[src/rtl/param_twisted_counter.sv]
`default_nettype none
// ============================================================================
// Module      : param_twisted_counter
// Description : Parametrised shift-register counter. MODE 0 is a Johnson
//               (twisted ring) counter with 2*WIDTH states. MODE 1 is a
//               one-hot ring with WIDTH states. It supports count enable,
//               up/down direction, parallel load, sequence-index decode, a
//               registered wrap pulse and illegal-state detection.
// Optional    : define PARAM_TWISTED_COUNTER_SELF_CORRECT_EN to force any
//               illegal state back to the reset state on the next edge.
// Ports       : clk      - clock, rising edge
//               reset    - synchronous active-high reset
//               en       - advance one step per clock
//               dir      - 0 = forward, 1 = reverse
//               load     - parallel load strobe (wins over en)
//               load_val - value loaded into q (illegal values kept as-is)
//               q        - registered counter state
//               idx      - position of q in the sequence (0 when err)
//               wrap     - registered one-cycle pulse on sequence wrap
//               err      - q is not a legal state for MODE
// Revision    : 1.0 - initial release
// ============================================================================
module param_twisted_counter #(
  parameter int WIDTH = 4,
  parameter int MODE  = 0
) (
  input  logic                          clk,
  input  logic                          reset,
  input  logic                          en,
  input  logic                          dir,
  input  logic                          load,
  input  logic [WIDTH-1:0]              load_val,
  output logic [WIDTH-1:0]              q,
  output logic [$clog2(2*WIDTH)-1:0]    idx,
  output logic                          wrap,
  output logic                          err
);

  localparam int IW    = $clog2(2*WIDTH);
  // Popcount/index arithmetic needs one bit more than idx to hold 2*WIDTH.
  localparam int PW    = IW + 1;
  localparam int c_len = (MODE == 1) ? WIDTH : 2*WIDTH;

  localparam logic [WIDTH-1:0] c_rst_val  = (MODE == 1) ? WIDTH'(1) : '0;
  localparam logic [IW-1:0]    c_last_idx = IW'(c_len - 1);

  logic [WIDTH-1:0] r_q;
  logic             r_wrap;

  logic             w_fb_fwd;
  logic             w_fb_rev;
  logic [WIDTH-1:0] w_step;
  logic [PW-1:0]    w_pop;
  logic [PW-1:0]    w_edges;
  logic [IW-1:0]    w_oh_idx;
  logic [IW-1:0]    w_idx_raw;
  logic [IW-1:0]    w_idx;
  logic             w_legal;
  logic             w_err;
  logic             w_wrap_nxt;

  // Bit shifted into the vacated end: inverted for the twisted ring.
  if (MODE == 0) begin : g_johnson
    assign w_fb_fwd = ~r_q[WIDTH-1];
    assign w_fb_rev = ~r_q[0];
  end else begin : g_onehot
    assign w_fb_fwd = r_q[WIDTH-1];
    assign w_fb_rev = r_q[0];
  end

  assign w_step = dir ? {w_fb_rev, r_q[WIDTH-1:1]}
                      : {r_q[WIDTH-2:0], w_fb_fwd};

  // Population count, adjacent-bit transition count and set-bit position.
  always_comb begin
    w_pop    = '0;
    w_edges  = '0;
    w_oh_idx = '0;
    for (int i = 0; i < WIDTH; i++) begin
      w_pop = w_pop + PW'(r_q[i]);
      if (r_q[i]) begin
        w_oh_idx = IW'(i);
      end
    end
    for (int i = 0; i < WIDTH - 1; i++) begin
      w_edges = w_edges + PW'(r_q[i] ^ r_q[i+1]);
    end
  end

  always_comb begin
    w_legal   = 1'b0;
    w_idx_raw = '0;
    if (MODE == 0) begin
      // A Johnson state is a single run of ones anchored at one end, so it
      // has at most one 0/1 boundary. Filling phase counts ones; draining
      // phase (msb set) counts down from 2*WIDTH.
      w_legal   = (w_edges <= PW'(1));
      w_idx_raw = r_q[WIDTH-1] ? IW'(PW'(2*WIDTH) - w_pop) : IW'(w_pop);
    end else begin
      w_legal   = (w_pop == PW'(1));
      w_idx_raw = w_oh_idx;
    end
  end

  assign w_err = ~w_legal;
  assign w_idx = w_err ? '0 : w_idx_raw;

  // Wrap only from a legal state; a legal state always steps to a legal one.
  assign w_wrap_nxt = ~w_err & (dir ? (w_idx == '0) : (w_idx == c_last_idx));

  always_ff @(posedge clk) begin
    if (reset) begin
      r_q    <= c_rst_val;
      r_wrap <= 1'b0;
    end else if (load) begin
      r_q    <= load_val;
      r_wrap <= 1'b0;
    end
`ifdef PARAM_TWISTED_COUNTER_SELF_CORRECT_EN
    else if (w_err) begin
      r_q    <= c_rst_val;
      r_wrap <= 1'b0;
    end
`else
`endif
    else if (en) begin
      r_q    <= w_step;
      r_wrap <= w_wrap_nxt;
    end else begin
      r_wrap <= 1'b0;
    end
  end

  assign q    = r_q;
  assign idx  = w_idx;
  assign wrap = r_wrap;
  assign err  = w_err;

endmodule
`default_nettype wire
[config.mk]
export PLATFORM = sky130hd
export DESIGN_NAME = param_twisted_counter
export DESIGN_NICKNAME = d
export VERILOG_FILES = /design/src/rtl/param_twisted_counter.sv
export SDC_FILE = /design/constraint.sdc
export NUM_CORES = 1
export LEC_CHECK = 0
export ABC_CLOCK_PERIOD_IN_PS = 2900
export BUFFER_PORTS_ARGS = -buffer_cell sky130_fd_sc_hd__buf_2
export CAP_MARGIN = 25
export CORE_MARGIN = 1
export CORE_UTILIZATION = 30
export CTS_CLUSTER_DIAMETER = 40
export DETAILED_ROUTE_END_ITERATION = 8
export GPL_TIMING_DRIVEN = 0
export PLACE_DENSITY = 0.52
export SLEW_MARGIN = 20
export SYNTH_ARGS = -nofsm -noshare
export SYNTH_HDL_FRONTEND = slang
export SYNTH_SLANG_ARGS = --single-unit
[constraint.sdc]
create_clock -name clk -period 2.9 [get_ports clk]
set_input_delay 0.435 -clock clk [delete_from_list [all_inputs] [get_ports clk]]
set_output_delay 0.435 -clock clk [all_outputs]
set_load 0.1 [all_outputs]
; Word level (Yosys, flattened, before mapping)
; Cells that the tools add are included.
[totals]
inputBits = 9
out_inout_bits = 9
register_bits = 5
[op_classes]
addsub = 6
eq_ne = 1
bitwise = 8
n_mux = 6
reduce_logical = 3
order_cmp = 1
[ops]
columns = cell, n
row1 = 2-to-1 mux 4 bit, 3
row2 = adder 2 x 1 -> 3 bit, 2
row3 = 2-to-1 mux 3 bit, 2
row4 = adder 1 x 1 -> 2 bit, 2
row5 = NOT 1 bit, 4
row6 = adder 3 x 1 -> 3 bit, 1
row7 = equality test 3 bit (second input constant), 1
row8 = less-or-equal comparator 3 x 1 -> 1 bit (second input constant), 1
row9 = zero test 3 bit, 1
row10 = OR reduction 3 bit, 1
row11 = subtractor 1 x 3 -> 3 bit (first input constant), 1
row12 = bitwise XOR 1 bit, 3
row13 = nonzero test 2 bit, 1
row14 = AND 1 bit, 1
row15 = 2-to-1 mux 1 bit, 1

; Longest topological paths before layout
; Gate-level depths: netlist of the first run.
[logic_depth]
depth_word = 9
mapped_depth = 9
mapped_depth_nobuf = 9

; Worst setup path after synthesis of the first run
; Ideal clock, no wire load.
[synth_timing]
path_kind = reg2out
start = register r_q[3] (netlist: q[3])
end = output idx[2]
path_stages_with_launch = 9
n_path_buf = 0
t_required_ns = 2.465
arrival_ns = 3.835
slack_ns = -1.370
path_cell_list = dfxtp_1 -> fa_1 -> ha_1 -> ha_1 -> inv_1 -> ha_1 -> and2b_1 -> xnor2_1 -> nor2_1
[synth_via]
elab_chain_len = 4
elab_cells_between_ends = 7
[synth_rtl]
columns = item, line
row1 = start: declaration, 47  ; logic [WIDTH-1:0] r_q;
row2 = start signal: assignment, 113  ; r_q <= c_rst_val;
row3 = start signal: assignment, 116  ; r_q <= load_val;
row4 = start signal: assignment, 127  ; r_q <= w_step;
row5 = adder 3 x 1 -> 3 bit or bitwise XOR 1 bit (tied branches), "80, 86"
row6 = subtractor 1 x 3 -> 3 bit or adder 2 x 1 -> 3 bit (tied branches), "98, 86"
row7 = 2-to-1 mux 3 bit or less-or-equal comparator 3 x 1 -> 1 bit (tied branches), "98, 97"
row8 = 2-to-1 mux 3 bit (*), 106  ; assign w_idx = w_err ? '0 : w_idx_raw;
row9 = end: declaration, 34  ; output logic [$clog2(2*WIDTH)-1:0] idx,
; Mark *: on every way between the ends. The rest lies on a longest branch, timed or not.

; Worst setup path after layout of the first run
[layout_timing]
start = register r_q[0] (netlist: q[0])
end = output idx[2]
[layout_via]
elab_chain_len = 6
elab_cells_between_ends = 10
[layout_rtl]
columns = item, line
row1 = adder 1 x 1 -> 2 bit, 80  ; w_pop = w_pop + PW'(r_q[i]);
row2 = adder 2 x 1 -> 3 bit, 80
row3 = adder 3 x 1 -> 3 bit, 80
row4 = subtractor 1 x 3 -> 3 bit, 98  ; w_idx_raw = r_q[WIDTH-1] ? IW'(PW'(2*WIDTH) - w_pop) : IW'(w_pop);
row5 = 2-to-1 mux 3 bit, 98
row6 = 2-to-1 mux 3 bit (*), 106
; Marks and branches as above.

==> results by group, run 1 <==
Placement
  – RePlAce Congestion: 0.684
  – Port Buffers: 15
  – DP Area: 562 um2

Critical path
  – R2R cell count: 10
  – Nature of the critical path endpoint: primary output
  – Worst Path Required: 2.47 ns
  – WP data arrival: 2.40 ns
  – CP Max Fanout: 4
  – Crit path launch type: register
  – RR Endpoint: wrap
  – Reg-to-Reg Start: q[0]
  – Setup CP Type: reg -> out
  – Reg2Reg Setup Slack: 0.29 ns

Floorplan
  – Die ar.: 1520 um2
  – Std-Cell Rows: 12
  – Core box area: 1190 um2
  – I/O pin count: 18
  – Die height: 38.9 um
  – Starting Density: 34.5%
  – Die X: 38.9 um

Worst hold path
  – Min-delay src: reset
  – Hold Path Sink: q[0]
  – WHS Path Cells: 2
  – Hold Path Class: in -> reg

Detailed routing
  – Final ANT Viol Nets: 0
  – Vias per cell: 4.93
  – DRT Pass-1 Iters: 2
  – Drt drc: 0
  – Initial DRC Count: 2
  – WL/cell: 11.6 um
  – Total number of vias: 429
  – DRT Wirelength: 1010 um

Cells and area
  – Most common cell after layout, fill and taps aside: buf_2
  – Layout cells sized above 1: 47.9%
  – FILL cells: 117
  – Synthesis-to-layout area growth: 54.4%
  – Finished Cell Area: 632 um2
  – Nets: 89
  – Inserted Diodes: 0
  – Most frequent cells in the layout: buf_2 (13), nor2_1 (6), a21oi_1 (5), buf_4 (4)

CTS
  – CTS sink cnt: 5
  – H-tree Lvls: 1
  – Number of buffers on the longest clock path: 2
  – Clock-pin transition on the worst setup and hold timing paths: 0.04 ns
  – TritonCTS Buffers: 3
  – Root buf cell: clkbuf_4
  – TritonCTS clock tree: yes
  – Clock latency on the worst-skew pair: 0.24 ns

Global route
  – Tot GR Track Use: 15.6%
  – Antenna violations before repair: 0
  – Largest net degree at the start of global routing: 10
  – Global-route wire length before repair: 1530 um
  – Gr ovfl total: 0
  – Vias in the first global route: 363

STA
  – Slew Viols, Final: 0
  – Final period util: 97.9%
  – RSZ-0062 raised after global routing: true
  – Clk_skew: 0.000505 ns
  – Number of hold violations in the final report: 0
  – Pin slew with the least headroom to its limit: 0.485 ns
  – Max Freq: 0.352 GHz
  – Tmin final: 2.84 ns
  – Hold Worst Slack: 0.415 ns
  – Slew HR: 67.9%
  – Setup violators final: 0

Flow run
  – Max_cap viols: 0

Outcome
  – Status: completed

Yosys
  – Seq/Total Area, Yosys: 24.5%
  – Post-synthesis cell type count: 19
  – Syn_nets: 66
  – Synthesized cell area: 409 um2
  – Syn Inst Count: 51
  – Yosys Warn Count: 0
  – Synth Area per Inst: 8.02 um2
  – Seq cells post-synth: 5

Power
  – Total power divided by cell area: 645 nW/um2
  – Static Leak: 0.300 nW
  – Peak supply drop: 0.543 mV
stage by stage:
step	utilization (%)	TNS (ns)	power [W]	setup WS (ns)	cells
after floorplan	-	-0.0251	0.000278	-0.0251	51
after global placement	47.4	0	0.000310	0.0694	80
after detailed placement	47.4	0	0.000311	0.0661	80
after CTS	51.1	-0.0101	0.000403	-0.0101	84
after global routing	53.3	-0.0412	0.000430	-0.0412	87
final	53.3	0	0.000408	0.0619	87
layer usage:
metal	track usage, %	share of wire [%]
met5	0	0
met4	2.59	0
met3	8.67	6.0
met2	25.8	45
met1	17.6	49
worst max-delay path: stages, from the launching register on:
cell and delay (ns):
dfxtp_4 0.35, fa_1 0.55, ha_2 0.19, ha_4 0.20, inv_2 0.05, ha_2 0.15
and2b_1 0.19, xnor2_2 0.25, nor2_4 0.06, buf_12 0.17
power by group:
group	internal (W)	switching, W	total, W	leakage, nW
Combinational	0.0000655	0.000183	0.000248	0.242
Clock	0.0000519	0.0000267	0.0000786	0.0150
Sequential	0.0000733	0.00000736	0.0000806	0.0434
Total	0.000191	0.000217	0.000408	0.300
layout make-up:
cell class,count,area (um2),share of cell area (%)
well taps,14,17.5,2.77
multi-input cells,40,338,53.5
repair buffers,18,115,18.2
flip-flops and latches,5,113,17.8
plain buffers,2,7.51,1.19
inverters,4,15.0,2.38
clock buffers,4,26.3,4.16
repair_timing:
item | in CTS | in global routing
hold buffers | 0 | 0
setup endpoints to repair | 2 | 2
gates cloned | 0 | 0
hold endpoints to repair | 0 | 0
pin swaps | 1 | 4
gates resized for setup | 5 | 2
setup buffers | 0 | 3
logic make-up (layout without fill, tap and decap cells):
logic type	after synthesis	count (layout)	share of synthesized area, %
and+or+nand+nor	16	16	18.0
AOI/OAI and AO/OA	12	12	18.0
adders and majority gates	6	6	20.2
buffers and inverters	6	28	5.50
DFF	5	5	24.5
xor gates and xnor gates	3	3	6.42
muxes	3	3	7.34
state kept, by name (all words and copies together), names as in the netlist:
name	count
q	4
wrap	1
Yosys cell counts:
cell / n / share of area, %
a211oi_1: 2 / 3.7
a21o_1: 1 / 1.8
a21oi_1: 5 / 6.1
a221oi_1: 1 / 2.1
and2b_1: 1 / 1.8
clkbuf_1: 2 / 1.8
dfxtp_1: 5 / 24
fa_1: 1 / 4.9
ha_1: 5 / 15
inv_1: 4 / 3.7
mux2i_1: 3 / 7.3
nand2_1: 3 / 2.8
nand4_1: 1 / 1.5
nor2_1: 9 / 8.3
o211ai_1: 1 / 1.8
o21ai_0: 2 / 2.4
or4_1: 2 / 3.7
xnor2_1: 1 / 2.1
xor2_1: 2 / 4.3
how the worst max path moves through the flow:
stage / end / slack (ns) / start
CTS: idx[1] / -0.01 / q[3]
global placement: idx[2] / 0.07 / q[3]
detailed placement: idx[2] / 0.07 / q[3]
floorplan: idx[2] / -0.03 / q[1]
finish: idx[2] / 0.06 / q[0]
global route: idx[2] / -0.04 / q[0]
Power figures use the tool's default switching activity.
==> inputs of run 2 (changes only) <==
Settings changed: MAX_ROUTING_LAYER from default to met4.
==> results by group, run 2 (same netlist as run 1, synthesis figures left out) <==
Outcome
  – Status: completed

CTS
  – CTS sink cnt: 5
  – TritonCTS clock tree: yes
  – H-tree Lvls: 1
  – TritonCTS Buffers: 3
  – Hold buffers post-CTS: 0
  – Clock-pin transition on the worst setup and hold timing paths: 0.04 ns
  – Clock latency on the worst-skew pair: 0.24 ns
  – Root buf cell: clkbuf_4
  – Number of buffers on the longest clock path: 2

Floorplan
  – Starting Density: 34.5%
  – I/O pin count: 18
  – Core box area: 1190 um2
  – Std-Cell Rows: 12
  – Die height: 38.9 um
  – Die X: 38.9 um
  – Die ar.: 1520 um2

STA
  – Pin slew with the least headroom to its limit: 0.485 ns
  – Clk_skew: 0.000531 ns
  – Number of hold violations in the final report: 0
  – Final period util: 97.9%
  – Worst Setup Slack, final: 0.0619 ns
  – Setup violators final: 0
  – Slew HR: 67.9%
  – Max Freq: 0.352 GHz
  – TNS Setup: 0 ns
  – Slew Viols, Final: 0
  – RSZ-0062 raised after global routing: true
  – Tmin final: 2.84 ns

Cells and area
  – Max reg flops: 4
  – Synthesis-to-layout area growth: 54.4%
  – Most frequent cells in the layout: buf_2 (13), nor2_1 (6), a21oi_1 (5), buf_4 (4)
  – Layout cells sized above 1: 47.9%
  – Inserted Diodes: 0
  – Post-Layout Cell Count: 87
  – Most common cell after layout, fill and taps aside: buf_2
  – Core Util, Final: 53.3%
  – Nets: 89

Critical path
  – Crit path launch type: register
  – Reg-to-Reg Start: q[0]
  – Nature of the critical path endpoint: primary output
  – R2R cell count: 10
  – Reg2Reg Setup Slack: 0.29 ns
  – Critical Path End: idx[2]
  – Crit path from: q[0]
  – Worst Path Required: 2.47 ns
  – CP Max Fanout: 4
  – Setup CP Type: reg -> out
  – RR Endpoint: wrap
  – WP data arrival: 2.40 ns

Power
  – Final Total Pwr: 0.000408 W
  – Static Leak: 0.300 nW
  – Peak supply drop: 0.543 mV
  – Total power divided by cell area: 645 nW/um2

Worst hold path
  – Hold Path Class: in -> reg

Flow run
  – Max_cap viols: 0

Global route
  – Tot GR Track Use: 16.0%
  – Gr ovfl total: 0
  – Antenna violations before repair: 0
  – Global-route wire length before repair: 1540 um
  – Largest net degree at the start of global routing: 10
  – Vias in the first global route: 362

Placement
  – Dpl ws: 0.0661 ns
  – Placed Cells: 80
  – RePlAce Congestion: 0.691
  – Port Buffers: 15

Detailed routing
  – Drt drc: 0
  – WL/cell: 11.5 um
  – Vias per cell: 4.99
  – Final ANT Viol Nets: 0
  – DRT Wirelength: 1000 um
  – Total number of vias: 434
  – Initial DRC Count: 5
  – DRT Pass-1 Iters: 4
[run 2: cell type report]
cell class / instances / area [um2]
plain buffers: 2 / 7.51
fillers: 117 / 554
inverters: 4 / 15.0
clock buffers: 4 / 26.3
well taps: 14 / 17.5
flip-flops and latches: 5 / 113
multi-input cells: 40 / 338
repair buffers: 18 / 115
[run 2: timing repair]
item                                   in CTS  in global routing
pin swaps                                   1                  4
setup endpoints to repair                   2                  2
gates resized for setup                     5                  2
endpoints found under the hold margin       0                  0
setup buffers                               0                  3
gates cloned                                0                  0
[run 2: worst max-delay path: stages (launching register included)]
cell,delay (ns)
dfxtp_4,0.35
fa_1,0.55
ha_2,0.19
ha_4,0.20
inv_2,0.05
ha_2,0.15
and2b_1,0.19
xnor2_2,0.25
nor2_4,0.06
buf_12,0.17
[run 2: worst min-delay path by stage]
stage	start	end	slack (ns)	cells past startpoint
floorplan	reset	q[0]	0.49	1
global placement	q[3]	q[3]	0.62	2
detailed placement	q[3]	q[3]	0.62	2
CTS	reset	q[0]	0.41	2
global route	reset	q[0]	0.42	2
finish	reset	q[0]	0.42	2
[run 2: stage by stage]
stage               area, um2  hold WS [ns]
floorplan                 469         0.494
global placement          562         0.624
detailed placement        562         0.621
CTS                       606         0.414
global route              632         0.420
finish                    632         0.416
[run 2: metal layers]
metal / part of all wire [%] / GRT usage, % / up-vias
met5: 0 / - / -
met4: 0 / 2.59 / 0
met3: 6.8 / 8.67 / 0
met2: 46 / 25.8 / 17
met1: 47 / 17.6 / 193
li1: - / - / 224
[run 2: power breakdown]
part	internal (W)	switching [W]	total, W	leakage [nW]
Combinational	0.0000655	0.000183	0.000248	0.242
Sequential	0.0000733	0.00000743	0.0000807	0.0434
Clock	0.0000519	0.0000269	0.0000788	0.0150
Total	0.000191	0.000217	0.000408	0.300
==> inputs of run 3 (changes only) <==
Settings changed: ABC_CLOCK_PERIOD_IN_PS 2900 to 2470, GPL_TIMING_DRIVEN 0 to default, PLACE_DENSITY 0.52 to 0.54.
Clock period 2.9 ns to 2.47 ns, I/O delays scaled along.
==> results by group, run 3 (same netlist as run 1, synthesis figures left out) <==
Detailed routing
  – Highest layer used for signal routing: met4
  – Final ANT Viol Nets: 0
  – DRT Pass-1 Iters: 2
  – Vias per cell: 4.73
  – Drt drc: 0
  – Wire length on met2: 507 um
  – DRT Wirelength: 1020 um
  – Initial DRC Count: 3
  – Met1 wire length: 474 um
  – Total number of vias: 426
  – WL/cell: 11.4 um
  – Met3 wire len: 29 um

Cells and area
  – Multi-input gate area: 372 um2
  – Reg area: 113 um2
  – Nets: 92
  – Max reg flops: 4
  – Layout cells sized above 1: 55.3%
  – FILL cells: 113
  – Post-Layout Cell Count: 90
  – Inserted Diodes: 0
  – Core Util, Final: 60.8%
  – Most frequent cells in the layout: buf_2 (14), nor2_1 (6), buf_4 (6), a21oi_1 (4)
  – Most common cell after layout, fill and taps aside: buf_2
  – Synthesis-to-layout area growth: 76.1%

Placement
  – Port Buffers: 17
  – Placed Cells: 84
  – Dpl ws: -0.0676 ns
  – RePlAce Congestion: 0.760

Power
  – Final Total Pwr: 0.000550 W
  – Peak supply drop: 0.517 mV
  – Total power divided by cell area: 764 nW/um2
  – Static Leak: 0.334 nW

STA
  – Worst Setup Slack, final: -0.248 ns
  – Slew HR: 67.9%
  – Number of hold violations in the final report: 0
  – RSZ-0062 raised after global routing: true
  – Max Freq: 0.368 GHz
  – Tmin final: 2.72 ns
  – Clk_skew: 0.00330 ns
  – Pin slew with the least headroom to its limit: 0.485 ns
  – Final period util: 110%
  – Setup violators final: 3
  – Slew Viols, Final: 0

Critical path
  – Nature of the critical path endpoint: primary output
  – Reg2Reg Setup Slack: -0.08 ns
  – Setup CP Type: reg -> out
  – WP data arrival: 2.35 ns
  – CP Max Fanout: 2
  – Crit path launch type: register
  – R2R cell count: 10
  – Worst Path Required: 2.10 ns

Worst hold path
  – WHS Path Cells: 2
  – Hold Path Class: in -> reg

CTS
  – H-tree Lvls: 1
  – Clock latency on the worst-skew pair: 0.24 ns
  – TritonCTS Buffers: 3
  – Number of buffers on the longest clock path: 2
  – TritonCTS clock tree: yes
  – CTS sink cnt: 5
  – Clock-pin transition on the worst setup and hold timing paths: 0.04 ns
  – Root buf cell: clkbuf_4

Floorplan
  – Std-Cell Rows: 12
  – Die X: 38.9 um
  – Die height: 38.9 um
  – I/O pin count: 18
  – Die ar.: 1520 um2
  – Core box area: 1190 um2
  – Starting Density: 34.5%

Global route
  – Largest net degree at the start of global routing: 10
  – Tot GR Track Use: 16.4%
  – Gr ovfl total: 0
  – Vias in the first global route: 363
  – Antenna violations before repair: 0
  – Global-route wire length before repair: 1540 um

Outcome
  – Status: finished, violations left
  – Violated checks: negative setup slack

Flow run
  – Max_cap viols: 0
==> run 3: metrics by stage <==
step           TNS [ns]  area [um2]  hold slack [ns]
3_3_place_gp     -0.143         647            0.582
2_1_floorplan    -0.813         477            0.430
5_1_grt          -0.733         721            0.352
6_report         -0.491         721            0.334
3_5_place_dp     -0.115         647            0.585
4_1_cts          -0.405         703            0.329
==> run 3: path summary, 6_finish.rpt <==
kind | from | end
min | reset | q[0]
max reg2reg | q[0] | wrap
max | q[0] | idx[2]
min reg2reg | q[2] | q[3]
==> run 3: critical path, cell delays in order (launching register included) <==
cell     delay [ns]
dfxtp_4        0.34
fa_1           0.55
ha_2           0.19
ha_4           0.20
inv_4          0.06
ha_4           0.11
and2b_1        0.20
xnor2_2        0.17
nor2_4         0.11
buf_12         0.18
==> run 3: cell type report <==
| cell class | instances | share of cell area, % |
|---|---|---|
| multi-input combinational | 40 | 51.6 |
| timing repair buffer | 23 | 24.3 |
| sequential | 5 | 15.6 |
| clock buffer | 4 | 3.65 |
| inverter | 4 | 2.43 |
| tap | 14 | 2.43 |
==> run 3: repair_timing <==
item	CTS	global route
pin swaps	4	2
setup buffers	1	1
setup endpoints to repair	3	3
gates cloned	0	0
hold buffers	0	0
resized for setup	3	3
==> run 3: where the power goes <==
part	switching, W	total [W]	internal [W]	leakage, nW
clock	0.0000349	0.0000961	0.0000612	0.0150
combinational	0.000236	0.000363	0.000127	0.275
sequential	0.00000529	0.0000910	0.0000857	0.0434
total	0.000277	0.000550	0.000274	0.334
==> run 3: per-layer routing <==
metal  GRT usage [%]  vias up
met3            1.73        2
met5               -        -
met4            12.9        0
met2            26.3        7
met1            18.3      188
li1                -      229
